`src/rtl/muldiv_sequencer.sv`:
```
// Iterative multiply/divide unit owning HI/LO: shift-add multiply and restoring
// divide at one bit per cycle, with a start/busy/done handshake for the pipeline.
module muldiv_sequencer #(
   parameter int unsigned WIDTH = 32,
   parameter int unsigned CNT_W = 6
) (
   input  logic             clk,
   input  logic             rst_n,
   input  logic             start,
   input  logic [1:0]       op,
   input  logic [WIDTH-1:0] a,
   input  logic [WIDTH-1:0] b,
   input  logic             mthi,
   input  logic             mtlo,
   input  logic [WIDTH-1:0] wdata,
   output logic [WIDTH-1:0] hi,
   output logic [WIDTH-1:0] lo,
   output logic             busy,
   output logic             done
);

   localparam int unsigned AW = 2 * WIDTH;

   typedef enum logic [1:0] {IDLE, CALC, FIXUP, ZDIV} state_e;

   state_e             state_q, state_d;
   logic               div_q, div_d;
   logic [WIDTH-1:0]   a_q, a_d;
   logic [WIDTH-1:0]   opnd_q, opnd_d;
   logic [AW-1:0]      acc_q, acc_d;
   logic [WIDTH:0]     rem_q, rem_d;
   logic [CNT_W-1:0]   cnt_q, cnt_d;
   logic               neg_lo_q, neg_lo_d;
   logic               neg_hi_q, neg_hi_d;
   logic [WIDTH-1:0]   hi_q, hi_d;
   logic [WIDTH-1:0]   lo_q, lo_d;
   logic               busy_q, busy_d;
   logic               done_q, done_d;

   logic               signed_op;
   logic [WIDTH-1:0]   abs_a, abs_b;
   logic [WIDTH:0]     sum;
   logic [WIDTH+1:0]   shifted, diff;
   logic               borrow;
   logic [AW-1:0]      prod_fix;
   logic [WIDTH-1:0]   quot_fix, rem_fix;

   // Operand magnitudes for the signed ops; the unit works on unsigned values
   assign signed_op = ~op[0];
   assign abs_a     = (signed_op && a[WIDTH-1]) ? -a : a;
   assign abs_b     = (signed_op && b[WIDTH-1]) ? -b : b;

   // Multiply step: conditionally add multiplicand into the upper half, then shift right
   assign sum = {1'b0, acc_q[AW-1:WIDTH]} + {1'b0, (acc_q[0] ? opnd_q : {WIDTH{1'b0}})};

   // Divide step: shift the next dividend bit into the remainder and trial-subtract
   assign shifted = {rem_q, acc_q[WIDTH-1]};
   assign diff    = shifted - {2'b00, opnd_q};
   assign borrow  = diff[WIDTH+1];

   assign prod_fix = neg_lo_q ? -acc_q : acc_q;
   assign quot_fix = neg_lo_q ? -acc_q[WIDTH-1:0] : acc_q[WIDTH-1:0];
   assign rem_fix  = neg_hi_q ? -rem_q[WIDTH-1:0] : rem_q[WIDTH-1:0];

   always_comb begin
      state_d  = state_q;
      div_d    = div_q;
      a_d      = a_q;
      opnd_d   = opnd_q;
      acc_d    = acc_q;
      rem_d    = rem_q;
      cnt_d    = cnt_q;
      neg_lo_d = neg_lo_q;
      neg_hi_d = neg_hi_q;
      hi_d     = hi_q;
      lo_d     = lo_q;
      busy_d   = busy_q;
      done_d   = 1'b0;

      case (state_q)
         IDLE: begin
            if (start) begin
               div_d  = op[1];
               a_d    = a;
               cnt_d  = '0;
               rem_d  = '0;
               busy_d = 1'b1;
               if (op[1]) begin
                  acc_d    = {{WIDTH{1'b0}}, abs_a};
                  opnd_d   = abs_b;
                  neg_lo_d = signed_op & (a[WIDTH-1] ^ b[WIDTH-1]);
                  neg_hi_d = signed_op & a[WIDTH-1];
                  state_d  = (b == '0) ? ZDIV : CALC;
               end else begin
                  acc_d    = {{WIDTH{1'b0}}, abs_b};
                  opnd_d   = abs_a;
                  neg_lo_d = signed_op & (a[WIDTH-1] ^ b[WIDTH-1]);
                  neg_hi_d = 1'b0;
                  state_d  = CALC;
               end
            end else begin
               if (mthi) hi_d = wdata;
               if (mtlo) lo_d = wdata;
            end
         end
         CALC: begin
            cnt_d = cnt_q + CNT_W'(1);
            if (div_q) begin
               acc_d = {acc_q[AW-1:WIDTH], acc_q[WIDTH-2:0], ~borrow};
               rem_d = borrow ? shifted[WIDTH:0] : diff[WIDTH:0];
            end else begin
               acc_d = {sum, acc_q[WIDTH-1:1]};
            end
            if (cnt_q == CNT_W'(WIDTH - 1)) state_d = FIXUP;
         end
         FIXUP: begin
            if (div_q) begin
               hi_d = rem_fix;
               lo_d = quot_fix;
            end else begin
               hi_d = prod_fix[AW-1:WIDTH];
               lo_d = prod_fix[WIDTH-1:0];
            end
            busy_d  = 1'b0;
            done_d  = 1'b1;
            state_d = IDLE;
         end
         ZDIV: begin
            hi_d    = a_q;
            lo_d    = {WIDTH{1'b1}};
            busy_d  = 1'b0;
            done_d  = 1'b1;
            state_d = IDLE;
         end
         default: state_d = IDLE;
      endcase
   end

   always_ff @(posedge clk or negedge rst_n) begin
      if (!rst_n) begin
         state_q  <= IDLE;
         div_q    <= 1'b0;
         a_q      <= '0;
         opnd_q   <= '0;
         acc_q    <= '0;
         rem_q    <= '0;
         cnt_q    <= '0;
         neg_lo_q <= 1'b0;
         neg_hi_q <= 1'b0;
         hi_q     <= '0;
         lo_q     <= '0;
         busy_q   <= 1'b0;
         done_q   <= 1'b0;
      end else begin
         state_q  <= state_d;
         div_q    <= div_d;
         a_q      <= a_d;
         opnd_q   <= opnd_d;
         acc_q    <= acc_d;
         rem_q    <= rem_d;
         cnt_q    <= cnt_d;
         neg_lo_q <= neg_lo_d;
         neg_hi_q <= neg_hi_d;
         hi_q     <= hi_d;
         lo_q     <= lo_d;
         busy_q   <= busy_d;
         done_q   <= done_d;
      end
   end

   assign hi   = hi_q;
   assign lo   = lo_q;
   assign busy = busy_q;
   assign done = done_q;

endmodule
```
`config.mk`:
```
export PLATFORM = sky130hd
export DESIGN_NAME = muldiv_sequencer
export DESIGN_NICKNAME = d
export VERILOG_FILES = /design/src/rtl/muldiv_sequencer.sv
export SDC_FILE = /design/constraint.sdc
export NUM_CORES = 1
export LEC_CHECK = 0
export CAP_MARGIN = 40
export CORE_MARGIN = 3
export CORE_UTILIZATION = 25
export CTS_CLUSTER_SIZE = 8
export DETAILED_ROUTE_END_ITERATION = 6
export DONT_BUFFER_PORTS = 1
export PLACE_DENSITY_LB_ADDON = 0.12
export SYNTH_ARGS = -nofsm -noshare
export SYNTH_HDL_FRONTEND = slang
export SYNTH_SLANG_ARGS = --single-unit
```
`constraint.sdc`:
```
create_clock -name clk -period 4.1 [get_ports clk]
set_input_delay 0.82 -clock clk [delete_from_list [all_inputs] [get_ports clk]]
set_output_delay 0.82 -clock clk [all_outputs]
set_load 0.02 [all_outputs]
```
==> results.sh, run 1 <==
export IMPL_r2r_end="hi[23]$_DFFE_PN0P_"
export IMPL_total_power_mw=5.586
export IMPL_grt_pass1_wl_um=111100
export IMPL_rows=97
export IMPL_dpl_worst_slack_ps=93.32
export IMPL_die_area_um2=74860
export IMPL_synth_fa_ha_area_frac=0.05046
export IMPL_root_buffer="clkbuf_16"
export IMPL_drc=0
export IMPL_synth_compound_area_frac=0.2458
export IMPL_clockBufferDepth=3
export IMPL_cts_made_buffers=37
export IMPL_post_cts_buffers=0
export IMPL_wl_per_cell_um=23.87
export IMPL_yosysTopAreaCellShare=0.3327
export IMPL_synthTopCellsByArea="dfrtp_1 33%, nand2_1 7.2%, o21ai_0 6.7%"
export IMPL_clk_pin_slew_ps=50
export IMPL_critPathLaunchType="flip-flop"
export IMPL_muxShareOfSynthArea=0.03676
export IMPL_synthFlopType="dfrtp_1"
export IMPL_fin_crit_sh=0.9796
export IMPL_antenna_found_initial=4
export IMPL_synthCells=2261
export IMPL_slew_violations=0
export IMPL_synth_edff_count=0
export IMPL_syn_area_um2=17900
export IMPL_vias=16940
export IMPL_yosys_area_share_xor_xnor=0.1018
export IMPL_initial_utilization=0.2539
export IMPL_synth_top_cell_by_area="dfrtp_1"
export IMPL_clock_sinks=238
export IMPL_irDropWorstVdd_mv=0.2216
export IMPL_clock_skew_final_ps=26.02
export IMPL_ant_nets=0
export IMPL_worstPathArrival_ps=4470
export IMPL_clock_latency_ps=560
export IMPL_overflow=0
export IMPL_synth_seq_cells=238
export IMPL_drt_iter0_drc=1438
export IMPL_via_per_inst=5.268
export IMPL_finish_utilization=0.2911
export IMPL_syn_mean_instance_area_um2=7.918
export IMPL_power_density_nw_per_um2=272.1
export IMPL_drt_wl_total_um=76730
export IMPL_ys_seq_area_frac=0.3327
export IMPL_cp_max_fo=5
export IMPL_synth_nets=2435
export IMPL_hold_viol=0
export IMPL_synth_top_family_by_area="compound AO/OA/AOI/OAI gates"
export IMPL_r2r_start="acc_q[15]$_DFFE_PN0P_"
export IMPL_tritoncts="yes"
export IMPL_crit_required_ps=4560
export IMPL_dp_hpwl_um=58720
export IMPL_grt_max_degree=239
export IMPL_setup_viol=0
export IMPL_r2r_slack_ps=80
export IMPL_fin_crit_ps=4016
export IMPL_layout_setup_ws_ps=83.71
export IMPL_gp_congestion=0.8756
export IMPL_run_status="completed"
export IMPL_final_nets=2433
export IMPL_critPathCaptureType="flip-flop"
export IMPL_rsz0062_at_grt="true"
export IMPL_io_buffers=0
export IMPL_drtPass1Iterations=5
export IMPL_area_delta_synth_final_pct=14.65
export IMPL_synth_cell_types=72
export IMPL_ff2ff_path_depth=10
export IMPL_fill_cells=7616
export IMPL_die_h_um=273.6
export IMPL_fmax_ghz=0.2490
export IMPL_worst_pin_slew_ps=882.7
export IMPL_synthSimpleGateAreaFrac=0.1860
export IMPL_p_leak_nw=8.699
export IMPL_io_pins=169
export IMPL_async_flop_share=1.000
export IMPL_maxCapViolations=0
export IMPL_core_area_um2=70510
export IMPL_tns_ps=0
export IMPL_max_slew_margin=0.4093
export IMPL_global_route_usage_total=0.1992
export IMPL_drive_gt1_frac=0.08135
export IMPL_crit_type="reg2reg"
export IMPL_yosys_warnings=0
export IMPL_grt_pass1_vias=16190
export IMPL_holdCritPathClass="in2async"
export IMPL_whs_ps=142.4
export IMPL_htreeDepth=2
export IMPL_die_x_um=273.6
-- cell usage in the layout (no fill, tap or decap), types with 28 or more instances in the layout --
cell       count
xnor2_1      118
nand3_1       33
buf_4         99
o22ai_1       36
nor3_1        44
dfrtp_1      235
xor2_1        90
nand2_1      341
o31ai_1       31
o21ai_0      240
clkbuf_16     39
nor2_1       164
a21oi_1      169
a31oi_1       28
a211oi_1      59
mux2i_1       59
ha_1          69
o211ai_1      46
inv_1         73
-- synthesized netlist by cell type, types with 59 or more instances --
cell	number
clkbuf_1	123
o21ai_0	240
xnor2_1	118
nor2_1	166
a21oi_1	170
a211oi_1	59
xor2_1	90
mux2i_1	59
dfrtp_1	238
nand2_1	342
ha_1	69
inv_1	73
-- per-layer routing --
metal,vias to the layer above,routed length [um],global-route usage
met5,-,0,0
met4,0,1399,0.04508
met3,62,6463,0.05057
met2,559,30570,0.2755
met1,8268,38290,0.3044
li1,8049,-,-
-- report_power, final --
| part | switching (mW) | leakage (nW) | internal (mW) |
|---|---|---|---|
| logic | 0.189 | 5.47 | 0.0858 |
| registers | 0.0160 | 2.72 | 2.36 |
| clock network | 1.19 | 0.513 | 1.75 |
| total | 1.40 | 8.70 | 4.19 |
-- worst max path at each step --
stage	slack [ps]	from	endpoint	cells after the start
5_1_grt	-20	acc_q[14]$_DFFE_PN0P_	hi[27]$_DFFE_PN0P_	10
2_1_floorplan	220	acc_q[12]$_DFFE_PN0P_	hi[23]$_DFFE_PN0P_	11
3_3_place_gp	100	acc_q[15]$_DFFE_PN0P_	hi[23]$_DFFE_PN0P_	10
4_1_cts	70	acc_q[15]$_DFFE_PN0P_	hi[23]$_DFFE_PN0P_	10
6_report	80	acc_q[15]$_DFFE_PN0P_	hi[23]$_DFFE_PN0P_	10
3_5_place_dp	90	acc_q[15]$_DFFE_PN0P_	hi[23]$_DFFE_PN0P_	10
-- area by class of cell --
class                           instances  area (um2)  area share
Clock inverter                          2       16.27   0.0007924
Tap cell                              940        1176     0.05730
Clock buffer                           52        1045     0.05090
Sequential cell                       238        5964      0.2906
Inverter                               74       277.8     0.01353
Timing Repair Buffer                  105       885.9     0.04316
Multi-Input combinational cell       1803       11160      0.5436
Antenna cell                            1       2.502   0.0001219
-- flip-flops by register name (all words and copies together) (netlist names) --
signal	count
rem_q	33
neg_lo_q	1
hi	32
lo	32
done	1
a_q	32
neg_hi_q	1
div_q	1
opnd_q	32
state_q	2
busy	1
acc_q	64
cnt_q	6
-- worst max-delay path, cell delays in order (launching register included) --
cell and delay (ps):
dfrtp_1 370, or4_4 560, or4_4 470, or4_4 560, or3_4 400, or3_4 370, or4_4 490, o31ai_2 220
xnor2_1 150, o21ai_1 80, a221oi_1 250
-- kinds of logic (layout without fill, tap and decap cells) --
family | after synthesis | count (layout)
AOI/OAI and AO/OA | 721 | 721
DFF | 238 | 238
adders and majority gates | 71 | 71
and+or+nand+nor | 738 | 738
xor gates and xnor gates | 208 | 208
buffers and inverters | 220 | 233
muxes | 65 | 65
other | 0 | 1
-- timing repair --
action | in CTS | in global routing
resized for setup | 0 | 2
endpoints found under the hold margin | 238 | 117
endpoints found under the setup margin | 0 | 2
-- stage by stage --
step,area (um2),instances
detailed placement,19370,3157
CTS,20430,3211
finish,20530,3215
global route,20520,3214
floorplan,17900,2261
global placement,19370,3156
(Power assumes the default switching activity.)
==> run 2, diff against run 1 <==
ABC_AREA = 1   (was default)
==> results.sh, run 2 <==
export IMPL_tns_ps=0
export IMPL_seqCellArea_um2=5958
export IMPL_clock_latency_ps=570
export IMPL_grt_max_degree=239
export IMPL_maxCapViolations=0
export IMPL_crit_required_ps=4570
export IMPL_p_int_mw=9.373
export IMPL_die_x_um=299.2
export IMPL_syn_area_um2=21490
export IMPL_fmax_ghz=0.3195
export IMPL_setup_viol=0
export IMPL_synthFlopType="dfrtp_1"
export IMPL_wl_met1_um=52400
export IMPL_final_nets=3680
export IMPL_tritoncts="yes"
export IMPL_overflow=0
export IMPL_die_area_um2=89530
export IMPL_io_buffers=0
export IMPL_via_per_inst=5.103
export IMPL_root_buffer="clkbuf_16"
export IMPL_highest_layer="met5"
export IMPL_reg_largest_list="acc_q (64), rem_q (33)"
export IMPL_p_seq_frac=0.260
export IMPL_area_delta_synth_final_pct=11.44
export IMPL_worstPathArrival_ps=3600
export IMPL_holdCritPathClass="in2async"
export IMPL_critPathCaptureType="flip-flop"
export IMPL_clock_skew_final_ps=33.46
export IMPL_io_pins=169
export IMPL_clk_pin_slew_ps=50
export IMPL_combPwrFrac=0.602
export IMPL_syn_mean_instance_area_um2=6.068
export IMPL_vias=23760
export IMPL_final_common_cell="nand2_1"
export IMPL_p_leak_nw=11.61
export IMPL_hold_viol=0
export IMPL_synth_seq_cells=238
export IMPL_max_slew_margin=0.2844
export IMPL_synth_top_cell_by_area="dfrtp_1"
export IMPL_yosysTopAreaCellShare=0.2771
export IMPL_slew_violations=0
export IMPL_drc=0
export IMPL_power_density_nw_per_um2=934.5
export IMPL_irDropWorstVdd_mv=0.3625
export IMPL_yosysMostFrequentCell="nand2_1"
export IMPL_antenna_found_initial=8
export IMPL_die_h_um=299.2
export IMPL_drive_gt1_frac=0.04260
export IMPL_wl_per_cell_um=24.24
export IMPL_ys_seq_area_frac=0.2771
export IMPL_critPathLaunchType="flip-flop"
export IMPL_regMostFlops="acc_q"
export IMPL_crit_type="reg2reg"
export IMPL_p_switching_mw=13.01
export IMPL_run_status="completed"
export IMPL_worst_pin_slew_ps=1073
export IMPL_fin_crit_sh=0.7633
export IMPL_initial_utilization=0.2548
export IMPL_fin_crit_ps=3130
export IMPL_dp_hpwl_um=90480
export IMPL_rows=106
export IMPL_multi_input_area_um2=13240
export IMPL_drtPass1Iterations=7
export IMPL_cts_made_buffers=37
export IMPL_mostFrequentLayoutCells="1073 x nand2_1, 459 x inv_1, 445 x nor2_1"
export IMPL_async_flop_share=1.000
export IMPL_yosys_warnings=0
export IMPL_clkPwrFrac=0.139
export IMPL_ant_nets=0
export IMPL_synth_common_cells="1073 x nand2_1, 459 x inv_1, 446 x nor2_1"
export IMPL_largest_reg_flops=64
export IMPL_drt_wl_total_um=112900
export IMPL_clock_sinks=238
export IMPL_drt_iter0_drc=2706
export IMPL_core_area_um2=84350
export IMPL_cts_resized=0
export IMPL_fill_cells=9689
export IMPL_cp_max_fo=32
export IMPL_synth_edff_count=0
export IMPL_global_route_usage_total=0.2427
export IMPL_synth_nets=3716
export IMPL_htreeDepth=2
export IMPL_p_sw_frac=0.5813
export IMPL_rsz0062_at_grt="false"
export IMPL_wl_met3_um=9912
export IMPL_post_cts_buffers=0
export IMPL_wl_met2_um=47720
export IMPL_whs_ps=117.4
export IMPL_gp_congestion=0.9569
export IMPL_synth_cell_types=55
export IMPL_synthTopCellsByArea="dfrtp_1 28%, nand2_1 19%, nand3_1 8.1%"
export IMPL_grt_pass1_wl_um=160100
export IMPL_grt_pass1_vias=22330
export IMPL_synthCells=3542
export IMPL_clockBufferDepth=3
run 2: changes by cell type after synthesis, moves of 38 or more:
cell	change
a211oi_1	-38
clkbuf_1	-60
xor2_1	-58
inv_1	+386
nand3_1	+313
o21ai_0	-39
mux2i_1	-59
a221oi_1	+38
nor2_1	+280
nand2_1	+731
xnor2_1	-100
run 2: cell type report:
type	count	share of cell area
multi-input combinational	2712	0.5527
sequential	238	0.2487
clock inverter	2	0.001619
timing repair buffer	47	0.01995
inverter	470	0.07365
tap	1134	0.05924
antenna	1	0.0001045
clock buffer	52	0.04403
run 2: metrics by stage:
step                      instance area, um2  utilization  worst slack (ps)  cells  total power [mW]
after floorplan                        21490            -              1823   3542             13.70
after detailed placement               22770       0.2700              1032   4598             18.96
after global routing                   23950       0.2839             695.4   4655             24.07
after global placement                 22690       0.2690              1097   4592             18.97
final                                  23950       0.2840             970.4   4656             22.38
after CTS                              23870       0.2830              1012   4652             22.13
run 2: final timing paths:
path	from	endpoint	slack, ps	cells after the start
min reg2reg	a_q[7]$_DFFE_PN0P_	a_q[7]$_DFFE_PN0P_	510	2
max in group asynchronous	rst_n	opnd_q[18]$_DFFE_PN0P_	3200	1
max reg2reg	acc_q[0]$_DFFE_PN0P_	acc_q[61]$_DFFE_PN0P_	970	15
max	acc_q[0]$_DFFE_PN0P_	acc_q[61]$_DFFE_PN0P_	970	15
min in group clk	wdata[0]	lo[0]$_DFFE_PN0P_	390	2
min	rst_n	lo[7]$_DFFE_PN0P_	120	1
run 2: logic make-up (layout without fill, tap and decap cells):
kind of cell | count (synthesis) | in the layout | share of synthesized area
compound gates | 584 | 584 | 0.1636
xor+xnor | 50 | 50 | 0.02037
fa+ha+maj | 71 | 71 | 0.04203
buf+inv | 592 | 571 | 0.1080
flops | 238 | 238 | 0.2771
other cells | 0 | 1 | 0
simple gates | 2007 | 2007 | 0.3889
run 2: layer usage:
metal,global-route usage,vias to the layer above
met4,0.05871,6
met1,0.3537,11270
met2,0.3559,938
met3,0.06069,110
li1,-,11440
met5,0,-
run 2: power by group through the flow:
stage	logic [mW]	registers [mW]	clock network [mW]
3_3_place_gp	13.2	5.79	0
5_1_grt	14.9	5.90	3.25
6_report	13.5	5.81	3.10
4_1_cts	13.2	5.74	3.17
2_1_floorplan	9.08	4.62	0
3_5_place_dp	13.2	5.78	0
run 2: critical path: stages, from the launching register on:
cell and delay (ps):
dfrtp_1 430, buf_4 380, nand2_1 90, inv_1 70, ha_1 150, inv_1 70, fa_1 400, o21ai_0 440
nand2_1 100, nand2_1 160, nand3_1 80, nand2_1 190, nand3_1 150, nand3_1 110, nand2_1 50, o21ai_0 170
